$ cat src/rtl/score_palette_pipe.sv
// score_palette_pipe: two-stage pixel colour mapper for the score display path.
// Instrument colours come from a register-writable palette with write-first bypass.
// Optional feature macro: COLOR_BLINK_EN (frame-counted blinking of cursor pixels).
module score_palette_pipe #(
  parameter int unsigned NUM_INSTR    = 4,
  parameter int unsigned INSTR_W      = 2,
  parameter int unsigned COLOR_W      = 8,
  parameter int unsigned BLINK_PERIOD = 30
) (
  input  logic                   clk,
  input  logic                   rst_n,
  input  logic                   pix_valid_in,
  input  logic [1:0]             pixel_type,
  input  logic [INSTR_W-1:0]     instrument_type,
  input  logic                   frame_start,
  input  logic                   pal_we,
  input  logic [INSTR_W-1:0]     pal_addr,
  input  logic [3*COLOR_W-1:0]   pal_wdata,
  output logic                   pix_valid_out,
  output logic [COLOR_W-1:0]     r,
  output logic [COLOR_W-1:0]     g,
  output logic [COLOR_W-1:0]     b
);

  localparam int unsigned RGB_W = 3 * COLOR_W;

  localparam logic [COLOR_W-1:0] C_ON  = '1;
  localparam logic [COLOR_W-1:0] C_OFF = '0;
  localparam logic [RGB_W-1:0]   WHITE = '1;
  localparam logic [RGB_W-1:0]   BLACK = '0;

  localparam logic [1:0] PT_NOTE   = 2'b00;
  localparam logic [1:0] PT_STAFF  = 2'b01;
  localparam logic [1:0] PT_CURSOR = 2'b10;

  // Power-up palette: red, green, blue, then white for any further entries
  function automatic logic [RGB_W-1:0] reset_color(input int unsigned idx);
    case (idx)
      32'd0:   return {C_ON,  C_OFF, C_OFF};
      32'd1:   return {C_OFF, C_ON,  C_OFF};
      32'd2:   return {C_OFF, C_OFF, C_ON};
      default: return {C_ON,  C_ON,  C_ON};
    endcase
  endfunction

  logic [RGB_W-1:0] palette_q [NUM_INSTR];
  logic [RGB_W-1:0] palette_d [NUM_INSTR];
  logic [RGB_W-1:0] lookup_c;
  logic [RGB_W-1:0] cursor_c;

  logic             s1_valid_q, s1_valid_d;
  logic [1:0]       s1_type_q,  s1_type_d;
  logic [RGB_W-1:0] s1_color_q, s1_color_d;

  logic             valid_out_q, valid_out_d;
  logic [RGB_W-1:0] rgb_q,       rgb_d;

`ifdef COLOR_BLINK_EN
  localparam int unsigned CNT_W = (BLINK_PERIOD > 1) ? $clog2(BLINK_PERIOD) : 1;
  localparam logic [CNT_W-1:0] CNT_LAST = CNT_W'(BLINK_PERIOD - 1);

  logic [CNT_W-1:0] frame_cnt_q, frame_cnt_d;
  logic             blink_phase_q, blink_phase_d;
  logic             s1_phase_q, s1_phase_d;

  // Frame counter: wraps every BLINK_PERIOD frame_start pulses, flipping the blink phase
  always_comb begin
    frame_cnt_d   = frame_cnt_q;
    blink_phase_d = blink_phase_q;
    if (frame_start) begin
      if (frame_cnt_q == CNT_LAST) begin
        frame_cnt_d   = '0;
        blink_phase_d = ~blink_phase_q;
      end else begin
        frame_cnt_d = frame_cnt_q + CNT_W'(1);
      end
    end
  end

  // Blink state registers
  always_ff @(posedge clk or negedge rst_n) begin
    if (!rst_n) begin
      frame_cnt_q   <= '0;
      blink_phase_q <= 1'b0;
      s1_phase_q    <= 1'b0;
    end else begin
      frame_cnt_q   <= frame_cnt_d;
      blink_phase_q <= blink_phase_d;
      s1_phase_q    <= s1_phase_d;
    end
  end

  // Cursor pixels go dark during the odd blink phase
  always_comb begin
    cursor_c = s1_phase_q ? BLACK : WHITE;
  end
`else
  logic unused_cfg;
  assign unused_cfg = ^{frame_start, 32'(BLINK_PERIOD)};

  // Without blinking the cursor is always white
  always_comb begin
    cursor_c = WHITE;
  end
`endif

  // Palette next state: writes to entries beyond NUM_INSTR match no entry and are dropped
  always_comb begin
    for (int unsigned i = 0; i < NUM_INSTR; i++) begin
      palette_d[i] = palette_q[i];
      if (pal_we && (pal_addr == INSTR_W'(i))) begin
        palette_d[i] = pal_wdata;
      end
    end
  end

  // Lookup reads the post-write palette so a same-cycle write is seen (write-first)
  always_comb begin
    lookup_c = BLACK;
    for (int unsigned i = 0; i < NUM_INSTR; i++) begin
      if (instrument_type == INSTR_W'(i)) begin
        lookup_c = palette_d[i];
      end
    end
  end

  // Stage 1 capture: payload only loads on valid pixels
  always_comb begin
    s1_valid_d = pix_valid_in;
    s1_type_d  = s1_type_q;
    s1_color_d = s1_color_q;
`ifdef COLOR_BLINK_EN
    s1_phase_d = s1_phase_q;
`endif
    if (pix_valid_in) begin
      s1_type_d  = pixel_type;
      s1_color_d = lookup_c;
`ifdef COLOR_BLINK_EN
      // Phase before this cycle's frame_start takes effect
      s1_phase_d = blink_phase_q;
`endif
    end
  end

  // Stage 2 colour resolve: output colour holds across invalid cycles
  always_comb begin
    valid_out_d = s1_valid_q;
    rgb_d       = rgb_q;
    if (s1_valid_q) begin
      case (s1_type_q)
        PT_NOTE:   rgb_d = s1_color_q;
        PT_STAFF:  rgb_d = WHITE;
        PT_CURSOR: rgb_d = cursor_c;
        default:   rgb_d = BLACK;
      endcase
    end
  end

  // Palette and pipeline registers
  always_ff @(posedge clk or negedge rst_n) begin
    if (!rst_n) begin
      for (int unsigned i = 0; i < NUM_INSTR; i++) begin
        palette_q[i] <= reset_color(i);
      end
      s1_valid_q  <= 1'b0;
      s1_type_q   <= 2'b00;
      s1_color_q  <= '0;
      valid_out_q <= 1'b0;
      rgb_q       <= '0;
    end else begin
      for (int unsigned i = 0; i < NUM_INSTR; i++) begin
        palette_q[i] <= palette_d[i];
      end
      s1_valid_q  <= s1_valid_d;
      s1_type_q   <= s1_type_d;
      s1_color_q  <= s1_color_d;
      valid_out_q <= valid_out_d;
      rgb_q       <= rgb_d;
    end
  end

  assign pix_valid_out = valid_out_q;
  assign r             = rgb_q[RGB_W-1 -: COLOR_W];
  assign g             = rgb_q[2*COLOR_W-1 -: COLOR_W];
  assign b             = rgb_q[COLOR_W-1:0];

endmodule

$ cat config.mk
export PLATFORM = sky130hd
export DESIGN_NAME = score_palette_pipe
export DESIGN_NICKNAME = d
export VERILOG_FILES = /design/src/rtl/score_palette_pipe.sv
export SDC_FILE = /design/constraint.sdc
export NUM_CORES = 1
export LEC_CHECK = 0
export BUFFER_PORTS_ARGS = -buffer_cell sky130_fd_sc_hd__buf_2
export CAP_MARGIN = 20
export CORE_AREA = 2 2 113 115
export CTS_CLUSTER_DIAMETER = 100
export CTS_CLUSTER_SIZE = 28
export DETAILED_ROUTE_END_ITERATION = 10
export DIE_AREA = 0 0 115 117
export PLACE_DENSITY = 0.79
export SLEW_MARGIN = 20
export SYNTH_ARGS = -nofsm -noshare
export SYNTH_HDL_FRONTEND = slang
export SYNTH_SLANG_ARGS = --single-unit
$ cat constraint.sdc
create_clock -name clk -period 1.3 [get_ports clk]
set_input_delay 0.065 -clock clk [delete_from_list [all_inputs] [get_ports clk]]
set_output_delay 0.065 -clock clk [all_outputs]
set_load 0.005 [all_outputs]
# Yosys cells after proc, flatten, opt, wreduce, memory -nomap -nowiden
# Index checks and enable logic that the tools add are counted.
[totals]
regBits = 148
elab_cells = 34
[op_classes]
n_reduce_logical = 8
muxes = 9
eq_ne = 8
[ops]
columns = ["operator", "n"]
rows = [
  ["24-bit two-way mux", 8],
  ["24-bit case mux with 2 select lines", 1],
  ["2-bit equality test (second input constant)", 5],
  ["2-bit by 1-bit equality test with 1-bit output (second input constant)", 3],
  ["2-bit logical NOT", 3],
  ["1-bit logical AND", 4],
  ["2-bit OR reduction", 1],
]

# Depth between registers and ports, before layout
# Gate-level depths: netlist (run 1).
[depth]
word_depth = 7
mapped_depth = 7
mapped_depth_nobuf = 4

# Worst setup path before layout (run 1)
# Ideal clock, no wire load.
[synth_timing]
kind = "input port to flip-flop"
startpoint = "in pal_addr[0]"
endpoint = "reg s1_color_q[23]"
arrival_time_ps = 1593
setup_slack_ps = -418
stages = 6
path_cell_list = "buf_4 > nor3b_1 > buf_6 > mux2_4 > mux4_2 > mux2_2"
[synth_rtl]
columns = ["item", "line_no", "text"]
rows = [
  ["from (decl)", "17", "input logic [INSTR_W-1:0] pal_addr,"],
  ["to (signal assigned)", "176", "s1_color_q <= s1_color_d;"],
  ["to (decl)", "53", "logic [RGB_W-1:0] s1_color_q, s1_color_d;"],
]

==> key figures, run 1 <==
Yosys
  – Post-Synth XOR/XNOR Area: 0.00275
  – Synthesized Nets: 527
  – Dominant synthesized flop cell: dfrtp_1
  – Average cell area after synthesis: 13.0 sq um
  – Fraction of synthesized area in multiplexers: 0.207
  – Post-synth EDFFs: 0
  – Number of library cell types mapped by synthesis: 38
  – Count leader, synth: dfrtp_1
  – Largest family of logic cells by synthesized area: multiplexers
  – Compound-gate portion of the synthesized area: 0.107
  – Top cell type's share of synthesized area: 0.392
  – Sequential element share of the synthesized area: 0.590
  – Async set-reset flop share out of synthesis: 1.00
  – Synth top cells by count: dfrtp_1, mux2_2, dfstp_2
  – Simple-gate portion of the synthesized area: 0.0428
  – Synth Area in Adders: 0.00392
  – FF+latch count, synth: 148
  – Number of synthesis warnings: 0
  – Post-Syn Area: 0.00638 sq mm
  – Dominant cell type by area after synthesis: dfrtp_1
  – Syn Inst Count: 490
  – Top post-synthesis cells by area: dfrtp_1, dfstp_2, mux2_2, mux2_1, o22ai_1

STA
  – Hold slack final: 0.0172 ns
  – Fin worst setup slack: -0.177 ns
  – Max Clock Skew: 0.00647 ns
  – Max-slew headroom: 0.725
  – Final Setup Violations: 1
  – Fin crit share: 1.14
  – Post-layout min period: 1.48 ns
  – Max Clock Freq: 677 MHz
  – Least-Margin Pin Slew: 0.413 ns
  – Fin. Hold Viols: 0
  – Slew Viols, Final: 0
  – TNS Setup: -0.177 ns
  – RSZ-0062 raised after global routing: yes

Critical path
  – WS Path Type: register to register
  – CP required: 1.60 ns
  – Crit path cell chain: mux2_4 > mux4_2 > mux2_4
  – Crit path launch type: register
  – Crit end category: register
  – Worst path max stage delay: 0.46 ns
  – Slowest cell on the critical path: mux4_2
  – Crit-path max FO: 2
  – Crit path DAT: 1.78 ns
  – Most used cell, CP: mux2_4

Routing
  – Via density: 5.73
  – Pre-antenna DRT Iters: 4
  – WL final: 14600 um
  – Starting DRT DRC Count: 248
  – Via Count: 4365
  – Drc violations: 0
  – Per-cell routed wire length: 19.2 um
  – Detail Route Antenna Nets: 0

Clocking
  – CTS tree: done
  – Clk_lat worst skew: 0.42 ns
  – CTS H-tree lvls: 4
  – # clock sinks: 148
  – Root Buffer Master: clkbuf_16
  – Clk pin slew, worst setup/hold paths: 0.06 ns
  – Num CTS Buffers: 17
  – CTS Buffer Depth: 2

Global route
  – Total track usage: 0.227
  – Initial antenna violation count: 0
  – Grt total ovfl: 0
  – Maximum number of pins on one net before global-route repair: 58
  – Vias in the first global route: 4665
  – First-pass GRT wire length: 23400 um

Final layout
  – Util after Layout: 0.651
  – Share of cells above drive strength 1: 0.443
  – Nets@finish: 637
  – Antenna Cells: 0
  – Synthesis-to-layout area growth: 25.7%
  – Fin cells: 762

Floorplan
  – Die ar.: 0.0135 sq mm
  – IO Pins: 60
  – Core area: 0.0123 sq mm
  – # rows: 41
  – Die X: 115 um
  – Initial Util: 0.518
  – Chip height: 117 um

Placed design
  – Dpl hpwl: 9500 um
  – IO Port Bufs: 58
  – Placed cells: 700
  – Placer Congestion: 0.816

Power
  – Overall power: 13000 uW
  – PD cells: 1620 mW/mm^2
  – Worst vdd ir: 753 uV
  – LEAKAGE: 0.00355 uW

Min path
  – HP Class: primary input to register

Outcome
  – Failing checks: negative setup slack
  – Outcome: finished with violations

Flow run
  – Max_cap viols: 0
report_power, final:
group | switching, uW | total, uW | leakage, uW | internal (uW)
Sequential | 358 | 6030 | 0.00169 | 5670
Clock | 1780 | 4620 | 0.000271 | 2840
Combinational | 1160 | 2360 | 0.00159 | 1200
Total | 3300 | 13000 | 0.00355 | 9720
cells by family (layout without fill, tap and decap cells):
family,after synthesis,after routing
AO/OA/AOI/OAI,107,107
XOR/XNOR,2,2
adder cells (fa/ha/maj),2,2
buffers and inverters,67,189
flip-flops,148,148
multiplexers,118,118
AND/OR/NAND/NOR,46,46
layout make-up:
cell class	count	area [sq um]
flip-flops and latches	148	3760
clock buffers	20	447
well taps	150	188
inverters	32	120
clock inverters	11	113
fillers	899	4300
multi-input cells	275	2430
repair buffers	126	960
layout by cell type (no fill, tap or decap), types with 4 or more instances in the layout:
cell,instances
mux2i_1,20
dlygate4sd3_1,28
or2_2,5
o2111ai_1,4
dfrtp_1,100
o21ai_0,6
buf_4,30
o221ai_1,9
o22ai_2,7
a21oi_1,23
a21oi_2,6
nor2_1,13
a211oi_1,13
clkinv_2,6
o22ai_1,34
nand2_1,9
inv_1,29
mux2_4,5
buf_2,57
buf_6,5
dfstp_2,48
or3_1,4
buf_12,5
mux2_1,28
nand3b_1,5
clkbuf_16,17
mux2_2,64
worst paths after layout:
check	startpoint	endpoint	slack (ns)	cells after the start
max in group asynchronous	rst_n	palette_q[61]	0.57	3
max	palette_q[47]	s1_color_q[23]	-0.18	3
max reg2reg	palette_q[47]	s1_color_q[23]	-0.18	3
min	instrument_type[0]	s1_color_q[0]	0.02	3
min reg2reg	palette_q[54]	palette_q[54]	0.49	1
min in group asynchronous	rst_n	palette_q[45]	0.09	2
registers in the layout (all words and copies together), names as in the netlist:
register,cells
pix_valid_out,1
s1_color_q,24
s1_type_q,2
rgb_q,24
palette_q,96
s1_valid_q,1
layer usage:
layer	vias up	global-route usage	routed length, um
li1	1998	-	-
met1	2227	0.293	6260
met2	124	0.379	7620
met3	16	0.0551	642
met4	0	0.0819	126
met5	-	0	0
metrics by stage:
stage / instance area [sq um] / setup WS, ns
CTS: 7920 / -0.184
finish: 8020 / -0.177
global route: 8020 / -0.202
floorplan: 6410 / -0.335
detailed placement: 7040 / -0.351
global placement: 7040 / -0.281
critical path, delay by kind of cell (launching register included):
kind	cells	cell delay [ns]
multiplexers	3	0.99
flip-flops	1	0.36
timing repair:
item / 4_1_cts / 5_1_grt
gates cloned: 0 / 1
endpoints found under the hold margin: 209 / 0
gates resized for setup: 8 / 20
endpoints found under the setup margin: 24 / 19
buffers inserted: 0 / 1
hold buffers: 29 / 0
No activity file was read; power rests on OpenSTA's default activity.
==> inputs of run 2 (changes only) <==
--- a/config.mk
+++ b/config.mk
@@ -7,11 +7,11 @@
 export LEC_CHECK = 0
 export BUFFER_PORTS_ARGS = -buffer_cell sky130_fd_sc_hd__buf_2
 export CAP_MARGIN = 20
-export CORE_AREA = 2 2 113 115
+export CORE_AREA = 5 5 116 118
 export CTS_CLUSTER_DIAMETER = 100
 export CTS_CLUSTER_SIZE = 28
 export DETAILED_ROUTE_END_ITERATION = 10
-export DIE_AREA = 0 0 115 117
+export DIE_AREA = 0 0 121 123
 export PLACE_DENSITY = 0.79
 export SLEW_MARGIN = 20
 export SYNTH_ARGS = -nofsm -noshare
==> run 2 against run 1 <==
Against the previous run: the flow finishes with violations (negative hold slack, negative setup slack); die area grew 11%; register-to-register slack about the same; sequential power is 0.8% higher; global-route usage is 1.6 points lower; wire length increased by 12%; via count rose by 1.9%; largest cell class unchanged; clock skew grew 0.0011 ns; first-iteration DRC count rose by 55%; flip-flop and latch count unchanged; final area grew 5.7%; worst hold slack lost 0.058 ns; non-clock buffer count increased by 4.
==> key figures, run 2 (same netlist as run 1, synthesis figures left out) <==
Power
  – LEAKAGE: 0.00370 uW
  – PD cells: 1650 mW/mm^2
  – Worst vdd ir: 789 uV

Routing
  – Via Count: 4448
  – Drc violations: 0
  – WL final: 16400 um
  – Pre-antenna DRT Iters: 4
  – Detail Route Antenna Nets: 0
  – Per-cell routed wire length: 20.7 um
  – Starting DRT DRC Count: 384
  – Via density: 5.64

Global route
  – Grt total ovfl: 0
  – Vias in the first global route: 4727
  – Maximum number of pins on one net before global-route repair: 48
  – Initial antenna violation count: 0
  – First-pass GRT wire length: 24300 um
  – Total track usage: 0.211

Floorplan
  – Die ar.: 0.0149 sq mm
  – Core area: 0.0124 sq mm
  – # rows: 41
  – IO Pins: 60
  – Die X: 121 um
  – Initial Util: 0.516
  – Chip height: 123 um

Critical path
  – Crit-path max FO: 2
  – WS Path Type: register to register
  – Crit path DAT: 1.78 ns
  – CP required: 1.61 ns
  – Crit path launch type: register
  – Crit end category: register

Clocking
  – CTS H-tree lvls: 4
  – # clock sinks: 148
  – CTS tree: done
  – Clk pin slew, worst setup/hold paths: 0.06 ns
  – Hold_buf cts: 29
  – Clk_lat worst skew: 0.42 ns
  – Root Buffer Master: clkbuf_16
  – Num CTS Buffers: 17
  – CTS Buffer Depth: 2

Placed design
  – Placer Congestion: 0.776
  – IO Port Bufs: 58
  – Dpl ws: -0.318 ns
  – Dpl hpwl: 9490 um

STA
  – Max Clock Freq: 678 MHz
  – Hold slack final: -0.0404 ns
  – Final Setup Violations: 1
  – Max Clock Skew: 0.00756 ns
  – Post-layout min period: 1.48 ns
  – Fin crit share: 1.13
  – Fin worst setup slack: -0.175 ns
  – Fin. Hold Viols: 2
  – Max-slew headroom: 0.681
  – RSZ-0062 raised after global routing: yes
  – Least-Margin Pin Slew: 0.479 ns
  – Slew Viols, Final: 0

Final layout
  – Synthesis-to-layout area growth: 32.8%
  – Most common cell after layout, fill and taps aside: dfrtp_1
  – Most frequent cells in the layout: dfrtp_1, mux2_2, buf_2
  – Util after Layout: 0.685
  – Nets@finish: 641
  – Antenna Cells: 0
  – Max reg flops: 96
  – Share of cells above drive strength 1: 0.493
  – Biggest regs: palette_q x96, rgb_q x24, s1_color_q x24
  – Reg with most FFs: palette_q

Outcome
  – Outcome: finished with violations
  – Failing checks: negative hold slack, negative setup slack

Min path
  – HP Class: primary input to register

Flow run
  – Max_cap viols: 0
==> run 2: cell types whose count changed in the layout (fill, tap and decap cells not counted), sizes merged <==
cell	change
bufinv	+2
buf	+1
inv	+2
clkinv	-2
clkbuf	+2
dlygate4sd3	-1
dlymetal6s4s	+1
==> run 2: through the flow <==
stage                     instance area [sq um]  setup TNS [ns]  hold WS [ns]  total power [uW]  instances
after detailed placement                   7170           -7.72        0.0325              8260        722
after global routing                       8470          -0.308       -0.0399             14500        789
after global placement                     7170           -5.75        0.0271              8090        722
after CTS                                  8100          -0.163       -0.0574             13500        783
final                                      8470          -0.175       -0.0404             13900        789
after floorplan                            6410          -0.723        -0.231              7370        490
==> run 2: final cells by class <==
cell class                      count  area [sq um]
Fill cell                         811          3890
Sequential cell                   148          3760
Multi-Input combinational cell    275          2610
Timing Repair Buffer              130          1140
Clock buffer                       19           443
Tap cell                          172           215
Clock inverter                     13           180
Inverter                           32           120
==> run 2: timing repair <==
item / in CTS / in global routing
cloned: 0 / 5
buffers inserted: 0 / 1
pin swaps: 0 / 8
resized for setup: 6 / 52
setup endpoints to repair: 4 / 28
endpoints found under the hold margin: 215 / 2
==> run 2: final timing paths <==
kind | start | to | slack [ns] | depth (start not counted)
min reg2reg | palette_q[85] | palette_q[85] | 0.49 | 1
max | palette_q[95] | s1_color_q[23] | -0.18 | 3
max reg2reg | palette_q[95] | s1_color_q[23] | -0.18 | 3
max in group asynchronous | rst_n | palette_q[29] | 0.55 | 3
min | pal_wdata[23] | palette_q[71] | -0.04 | 2
min in group asynchronous | rst_n | rgb_q[5] | 0.15 | 2
==> run 2: critical path, cell delays in order, from the launching register on <==
cell and delay [ns]:
dfstp_2 0.37, mux2_4 0.27, mux4_2 0.45, mux2_4 0.27
==> run 2: per-layer routing <==
metal,part of all wire,track usage,vias up
li1,-,-,2000
met1,0.41,0.273,2278
met4,0.020,0.0652,0
met5,0,0,-
met2,0.52,0.363,142
met3,0.050,0.0425,28
==> run 2: where the power goes <==
| part | internal (uW) | switching [uW] |
|---|---|---|
| clock network | 3260 | 1920 |
| logic | 1350 | 1330 |
| registers | 5670 | 401 |
